`src/rtl/ibex_clic_arbiter.sv`:
```
// CLIC-style interrupt arbiter: keeps per-source configuration and pending
// state, picks the highest-level enabled pending source above threshold and
// presents it one-hot to the core, retiring edge pending bits on acknowledge.
module ibex_clic_arbiter #(
  parameter int NumInterrupts = 64,
  parameter int LevelW        = 8,
  parameter int IdW           = $clog2(NumInterrupts)
) (
  input  logic                     clk_i,
  input  logic                     rst_i,
  input  logic [NumInterrupts-1:0] irq_src_i,
  input  logic                     cfg_we_i,
  input  logic [IdW-1:0]           cfg_id_i,
  input  logic                     cfg_ie_i,
  input  logic                     cfg_edge_i,
  input  logic [LevelW-1:0]        cfg_level_i,
  input  logic                     cfg_shv_i,
  input  logic [1:0]               cfg_priv_i,
  input  logic [LevelW-1:0]        irq_thresh_i,
  input  logic [IdW-1:0]           core_irq_id_i,
  input  logic                     core_irq_ack_i,
  output logic [NumInterrupts-1:0] irq_o,
  output logic [LevelW-1:0]        irq_level_o,
  output logic                     irq_shv_o,
  output logic [1:0]               irq_priv_o,
  output logic                     ack_mismatch_o
);

  typedef enum logic [1:0] {
    IDLE,
    PRESENT,
    BLANK
  } state_e;

  state_e state_q, state_d;

  logic [NumInterrupts-1:0] ie_q, edge_q, shv_q, pend_q, prev_src_q;
  logic [LevelW-1:0]        level_q [NumInterrupts];
  logic [1:0]               priv_q  [NumInterrupts];

  logic [NumInterrupts-1:0] cfg_sel, ack_sel, cfg_clr, rise, pend_d, eff_pend, cand;

  logic                     found;
  logic [NumInterrupts-1:0] win_oh;
  logic [IdW-1:0]           win_id;
  logic [LevelW-1:0]        win_level;
  logic                     win_shv;
  logic [1:0]               win_priv;

  logic [NumInterrupts-1:0] irq_q, irq_d;
  logic [LevelW-1:0]        level_out_q, level_out_d;
  logic                     shv_out_q, shv_out_d;
  logic [1:0]               priv_out_q, priv_out_d;
  logic [IdW-1:0]           sel_id_q, sel_id_d;
  logic                     mismatch_q, mismatch_d;

  // Decode config-write and acknowledge indices; out-of-range ids match nothing
  always_comb begin
    cfg_sel = '0;
    ack_sel = '0;
    for (int i = 0; i < NumInterrupts; i++) begin
      cfg_sel[i] = cfg_we_i && (cfg_id_i == IdW'(i));
      ack_sel[i] = core_irq_ack_i && (core_irq_id_i == IdW'(i));
    end
  end

  // Edge pending update: a new rising edge beats an ack clear, while a config
  // write that leaves edge mode or disables the source always clears it
  always_comb begin
    rise     = irq_src_i & ~prev_src_q & edge_q;
    cfg_clr  = cfg_sel & ((edge_q & {NumInterrupts{~cfg_edge_i}}) | {NumInterrupts{~cfg_ie_i}});
    pend_d   = ((pend_q & ~ack_sel) | rise) & ~cfg_clr;
    eff_pend = (edge_q & pend_q) | (~edge_q & irq_src_i);
  end

  // Arbitration: highest level wins, ascending scan with >= makes higher id win ties
  always_comb begin
    found     = 1'b0;
    win_oh    = '0;
    win_id    = '0;
    win_level = '0;
    win_shv   = 1'b0;
    win_priv  = '0;
    cand      = '0;
    for (int i = 0; i < NumInterrupts; i++) begin
      cand[i] = eff_pend[i] && ie_q[i] && (level_q[i] > irq_thresh_i);
      if (cand[i] && (!found || (level_q[i] >= win_level))) begin
        found     = 1'b1;
        win_oh    = '0;
        win_oh[i] = 1'b1;
        win_id    = IdW'(i);
        win_level = level_q[i];
        win_shv   = shv_q[i];
        win_priv  = priv_q[i];
      end
    end
  end

  // Next-state and next-output logic: an ack forces one blank cycle, otherwise
  // the fresh arbitration result is presented
  always_comb begin
    state_d     = state_q;
    irq_d       = '0;
    level_out_d = '0;
    shv_out_d   = 1'b0;
    priv_out_d  = '0;
    sel_id_d    = '0;
    mismatch_d  = 1'b0;
    if (core_irq_ack_i) begin
      state_d    = BLANK;
      mismatch_d = (state_q != PRESENT) || (core_irq_id_i != sel_id_q);
    end else if (found) begin
      state_d     = PRESENT;
      irq_d       = win_oh;
      level_out_d = win_level;
      shv_out_d   = win_shv;
      priv_out_d  = win_priv;
      sel_id_d    = win_id;
    end else begin
      state_d = IDLE;
    end
  end

  // Configuration, pending, edge history, FSM state and registered outputs
  always_ff @(posedge clk_i) begin
    if (rst_i) begin
      ie_q        <= '0;
      edge_q      <= '0;
      shv_q       <= '0;
      pend_q      <= '0;
      prev_src_q  <= '0;
      for (int i = 0; i < NumInterrupts; i++) begin
        level_q[i] <= '0;
        priv_q[i]  <= '0;
      end
      state_q     <= IDLE;
      irq_q       <= '0;
      level_out_q <= '0;
      shv_out_q   <= 1'b0;
      priv_out_q  <= '0;
      sel_id_q    <= '0;
      mismatch_q  <= 1'b0;
    end else begin
      prev_src_q <= irq_src_i;
      pend_q     <= pend_d;
      for (int i = 0; i < NumInterrupts; i++) begin
        if (cfg_sel[i]) begin
          ie_q[i]    <= cfg_ie_i;
          edge_q[i]  <= cfg_edge_i;
          level_q[i] <= cfg_level_i;
          shv_q[i]   <= cfg_shv_i;
          priv_q[i]  <= cfg_priv_i;
        end
      end
      state_q     <= state_d;
      irq_q       <= irq_d;
      level_out_q <= level_out_d;
      shv_out_q   <= shv_out_d;
      priv_out_q  <= priv_out_d;
      sel_id_q    <= sel_id_d;
      mismatch_q  <= mismatch_d;
    end
  end

  assign irq_o          = irq_q;
  assign irq_level_o    = level_out_q;
  assign irq_shv_o      = shv_out_q;
  assign irq_priv_o     = priv_out_q;
  assign ack_mismatch_o = mismatch_q;

endmodule

```
`config.mk`:
```
export PLATFORM = sky130hd
export DESIGN_NAME = ibex_clic_arbiter
export DESIGN_NICKNAME = d
export VERILOG_FILES = /design/src/rtl/ibex_clic_arbiter.sv
export SDC_FILE = /design/constraint.sdc
export NUM_CORES = 2
export LEC_CHECK = 0
export BUFFER_PORTS_ARGS = -buffer_cell sky130_fd_sc_hd__buf_2
export CAP_MARGIN = 15
export CELL_PAD_IN_SITES_DETAIL_PLACEMENT = 1
export CELL_PAD_IN_SITES_GLOBAL_PLACEMENT = 2
export CORE_ASPECT_RATIO = 0.5
export CORE_MARGIN = 10
export CORE_UTILIZATION = 41
export CTS_BUF_LIST = sky130_fd_sc_hd__clkbuf_8 sky130_fd_sc_hd__clkbuf_16
export DETAILED_ROUTE_END_ITERATION = 10
export PLACE_DENSITY = 0.84
export SETUP_SLACK_MARGIN = 0.3
export SYNTH_ARGS = -nofsm -noshare
export SYNTH_HDL_FRONTEND = slang
export SYNTH_SLANG_ARGS = --single-unit
```
`constraint.sdc`:
```
create_clock -name clk_i -period 209.2 [get_ports clk_i]
set_clock_uncertainty 0.15 [all_clocks]
set_input_delay 41.84 -clock clk_i [delete_from_list [all_inputs] [get_ports clk_i]]
set_output_delay 41.84 -clock clk_i [all_outputs]
set_load 0.02 [all_outputs]
```
# Yosys cells after proc, flatten, opt, wreduce, memory -nomap -nowiden
# Memories as Yosys holds them, arrays and structs flattened.
# Cells that the tools add are included.
# totals
input_bits	101
register_bits	404
mem_count	2
ram_bits	640
wordCells	1890
out_inout_bits	76
# memory_table
name	words	word_bits	rd	rd_ports_with_merged_regs	write_ports	line	rtl
level_q	64	8	64	0	64	38	logic [LevelW-1:0] level_q [NumInterrupts];
priv_q	64	2	64	0	64	39	logic [1:0] priv_q [NumInterrupts];
# op_classes
eq_ne	128
n_lt_le_gt_ge	127
bitwise_logic	147
n_mux	707
n_reduce_logical	514
# ops
operator	n
64-bit two-way mux	63
8-bit two-way mux	128
64-bit bitwise AND	8
8-bit > comparator	64
8-bit greater-or-equal comparator	63
6-bit == test, second input constant	64
6-bit two-way mux	62
1-bit two-way mux	325
1-bit logical AND	319
2-bit two-way mux	129
64-bit NOT	4
6-bit by 5-bit == test with 1-bit output, second input constant	32
64-bit bitwise OR	3
1-bit bitwise OR	128
6-bit by 4-bit == test with 1-bit output, second input constant	16
66-bit OR reduction	1
65-bit OR reduction	1
1-bit logical OR	64
64-bit OR reduction	1
1-bit zero test	63
63-bit OR reduction	1
62-bit OR reduction	1
61-bit OR reduction	1
60-bit OR reduction	1
65 further kinds	81

# Logic depth before layout (Yosys ltp)
# logic_depth
word_depth	260
depth_mapped	707
mapped_depth_nobuf	655

# Least setup slack after synthesis
# OpenSTA, ideal clock, no wires.
# synth_timing
path_type	input to register
start	in irq_thresh_i[5]
end	reg irq_q[22] (netlist: irq_o[22])
setup_time_ns	0.088
path_slack_ns	42.840
arrival_ns	166.122
cell_stages	651
required_time_ns	208.962
path_buffers	65
cell_sequence	inv_1 ha_1 a211oi_1 nor2_1 and4bb_1 a211oi_4 buf_4 and2_1 ha_1 nand2b_1 a211oi_1 o21ai_0 a41oi_1 a21oi_1 clkbuf_1 clkbuf_1 o21ai_0 inv_1 (+615 left out) nand2b_1 a21oi_1 nor2b_1 o21ai_0 nand2b_1 a21oi_1 nor2b_1 o21ai_0 nand2b_1 a21oi_1 o21ai_1 a21oi_2 nand2_1 or3_1 buf_2 or3_1 buf_2 nor4_2
# synth_between
elab_chain_len	257
word_cells_on_any_way	530
cone_classes	order compare (127); mux (148); bitwise (1); reduce/logical (254)
# synth_lines
element	line	rtl
start: declaration	19	input logic [LevelW-1:0] irq_thresh_i,
8-bit > comparator	86	cand[i] = eff_pend[i] && ie_q[i] && (level_q[i] > irq_thresh_i);
1-bit logical AND	86	
8-bit two-way mux or 1-bit two-way mux (tied branches)	87	if (cand[i] && (!found || (level_q[i] >= win_level))) begin
8-bit greater-or-equal comparator or 1-bit zero test (tied branches)	87	
1-bit logical OR	87	
1-bit logical AND	87	
8-bit two-way mux or 1-bit two-way mux (tied branches)	87	
8-bit greater-or-equal comparator or 1-bit zero test (tied branches)	87	
(+241 left out)	-	
1-bit logical AND	87	
8-bit two-way mux or 1-bit two-way mux (tied branches)	87	
8-bit greater-or-equal comparator or 1-bit zero test (tied branches)	87	
1-bit logical OR	87	
1-bit logical AND	87	
1-bit two-way mux	87	
1-bit NOT (no line)	-	
44-bit OR reduction (no line)	-	
end signal: assignment	156	irq_q <= irq_d;
end: declaration	50	logic [NumInterrupts-1:0] irq_q, irq_d;
# Several ways; a longest one is shown, not always the timed one.
# A chain may end at the register's enable or synchronous reset.

# Final worst setup path
# layout_timing
start	in irq_thresh_i[6]
end	reg irq_q[28] (netlist: irq_o[28])
# layout_between
elab_chain_len	257
word_cells_on_any_way	536
cone_classes	order compare (127); mux (154); bitwise (1); reduce/logical (254)
# layout_lines
element	line
8-bit > comparator	86
1-bit logical AND	86
8-bit two-way mux or 1-bit two-way mux (tied branches)	87
8-bit greater-or-equal comparator or 1-bit zero test (tied branches)	87
1-bit logical OR	87
1-bit logical AND	87
8-bit two-way mux or 1-bit two-way mux (tied branches)	87
8-bit greater-or-equal comparator or 1-bit zero test (tied branches)	87
(+241 left out)	-
1-bit logical AND	87
8-bit two-way mux or 1-bit two-way mux (tied branches)	87
8-bit greater-or-equal comparator or 1-bit zero test (tied branches)	87
1-bit logical OR	87
1-bit logical AND	87
1-bit two-way mux	87
1-bit NOT (no line)	-
38-bit OR reduction (no line)	-
# Several ways; a longest one is shown, not always the timed one.

==> flow_summary_export.csv <==
group,metric,value,unit
yosys,syn_area_per_cell,9.262,sq um
sta,period_needed,190040,ps
die,core_area,0.1740,sq mm
final_layout,final_common_cell,"ha_1",
yosys,synth_edf_count,640,
grt,antenna_found_initial,40,
critical_path,required,209640,ps
sta,finalSetupTns,0,ps
outcome,status,"complete, no violations",
final_layout,final_util,0.4569,
clock_network,cts_tree,"done",
die,die_area,0.1938,sq mm
placement,hpwlAfterDp,223.5,mm
route,routedWlPerCell,29.43,um
clock_network,clk_transition_reported_paths,80,ps
yosys,netlist_instances,7776,
job,maxCapViolations,0,
critical_path,cpMostUsedCell,"a21oi_1",
grt,track_usage,0.3023,
yosys,synth.distinct_cells,114,
sta,slew_headroom,0.2517,
yosys,synth_seq_cells,1044,
placement,gp_congestion,1.016,
grt,grt_pass1_vias,63690,
critical_path,r2r_slack,60180,ps
final_layout,layout_common_cells,"962 x ha_1, 875 x nor2_1, 640 x edfxtp_1",
yosys,synth_nets,8839,
sta,rsz0062_at_grt,"no",
sta,tightest_slew,1122,ps
grt,overflow,0,
grt,grt_max_degree,87,
critical_path,worst_setup_path_end_kind,"flip-flop",
die,start_util,0.4138,
die,rows,108,
route,viasPerCell,6.200,
die,fp.dieH,316.4,um
critical_path,worstSetupPathType,"in -> reg",
die,die_w,612.7,um
sta,clock.fmax,5.262,MHz
power,p_per_area,6.521,mW/mm^2
critical_path,cp_max_fo,26,
critical_path,cp-start-kind,"input port",
clock_network,cts_buffers,105,
die,boundaryPins,177,
placement,dpl_worst_slack,21240,ps
sta,setup_violations,0,
yosys,ys_seq_area_frac,0.3792,
sta,setup_ws,19160,ps
final_layout,drive_gt1_frac,0.09098,
yosys,ys_warn_count,0,
grt,grt_pass1_wl,439.9,mm
final_layout,area_delta_synth_final,10.41,%
clock_network,cts-hold-fix-buffers,0,
clock_network,h-tree-depth,3,
clock_network,cts-root-buf,"clkbuf_16",
clock_network,cts-resized-gates,0,
critical_path,slowest_stage,"a21oi_1",
placement,numPortBuffers,176,
power,power.leakage,0.03263,uW
final_layout,nNetsFinal,8963,
clock_network,post_cts_buffers,0,
final_layout,final_cells,10320,
route,drtIter0Drc,6270,
route,drt-pass1-iter-count,6,
critical_path,slowest_delay,930,ps
clock_network,cts.sinks,1044,
min_path,hp-class,"reg -> reg",
critical_path,arrival,190480,ps
critical_path,crit_family,"compound AO/OA/AOI/OAI gates",
yosys,synth_area,0.07202,sq mm
sta,holdWs,305.0,ps
clock_network,worstSkewPairLatency,760,ps
sta,finalHoldViolCount,0,
route,final_antenna_net_count,0,
route,vias,63960,
yosys,async_flop_share,0,
power,ir_drop,0.000007063,V
sta,slew_violations,0,
sta,period_share,0.9084,
route,drc,0,
yosys,synth_flop_cell,"edfxtp_1",
route,wl,303.6,mm
critical_path,path_buf_inv,48,
placement,dpl.cell_count,10100,
clock_network,clk_path_buf_depth,3,
## routing by layer
layer  vias to the layer above  global-route usage  part of all wire
li1                      28960                   -                 -
met1                     32220              0.4068              0.44
met2                      2204              0.4863              0.45
met3                       553             0.05044             0.070
met4                        18              0.1184             0.043
met5                         -                   0           0.00044
## power by group
group	internal, uW	switching (uW)	leakage, uW
Combinational	26.7	48.2	0.0214
Sequential	228	9.92	0.00940
Clock	112	93.6	0.00181
Total	367	152	0.0326
## cell type report
type,instances,area [sq um]
Timing Repair Buffer,316,2016
Clock inverter,77,664.4
Clock buffer,121,2927
Antenna cell,16,40.04
Multi-Input combinational cell,6062,42260
Sequential cell,1044,27310
Tap cell,2310,2890
Fill cell,19950,94530
Inverter,371,1410
## flip-flops by register name, summed over array words and instances (netlist names)
register and count:
ack_mismatch_o 1, edge_q 64, ie_q 64, irq_level_o 8, irq_o 64, irq_priv_o 2, irq_shv_o 1, level_q 512
pend_q 64, prev_src_q 64, priv_q 128, sel_id_q 6, shv_q 64, state_q 2
## through the flow
stage | total power, uW | instance area (sq um)
after floorplan | 283.2 | 72020
after global routing | 537.0 | 79500
final | 518.5 | 79520
after CTS | 518.6 | 79460
after detailed placement | 315.4 | 75870
after global placement | 312.9 | 75870
## logic make-up (layout without fill, tap and decap cells)
logic type	Yosys count	count (layout)	synth area share
AND/OR/NAND/NOR	2754	2754	0.1871
AO/OA/AOI/OAI	2034	2034	0.1859
flip-flops	1044	1044	0.3792
adder cells (fa/ha/maj)	976	976	0.1691
buffers and inverters	670	885	0.03544
multiplexers	292	292	0.04255
XOR/XNOR	6	6	0.0007297
other	0	16	0
## worst min-delay path: stages, from the launching register on
cell and delay [ps]:
dfxtp_1 310, nand2_1 50, a21oi_1 50
## final timing paths
kind,to,startpoint,cells after the start
worst min register to register,ie_q[42],ie_q[42],2
worst max-delay path,irq_o[28],irq_thresh_i[6],617
worst max register to register,irq_o[28],level_q[0][6],615
worst min-delay path,ie_q[42],ie_q[42],2
## cells in the mapped netlist, drive strengths merged, types with 35 or more instances
library cell	count	area [sq um]
a211o	40	350.3
a211oi	125	968.4
a21o	235	1764
a21oi	574	2895
a221oi	35	330.3
a31oi	60	387.9
and2	67	419.2
and3	60	375.4
and4	40	350.3
clkbuf	270	1013
dfxtp	404	8088
edfxtp	640	19220
ha	962	12040
inv	369	1385
mux2	100	1126
mux2i	192	1938
nand2	580	2180
nand2b	282	1764
nand3	276	1381
nand3b	76	570.6
nand4	95	600.6
nor2	878	3298
nor2b	178	1114
nor3	73	375.4
nor4	38	269.0
o211ai	67	508.0
o21a	116	870.8
o21ai	441	2226
or2	35	219.0
or3	38	237.7
(Power assumes the default switching activity.)
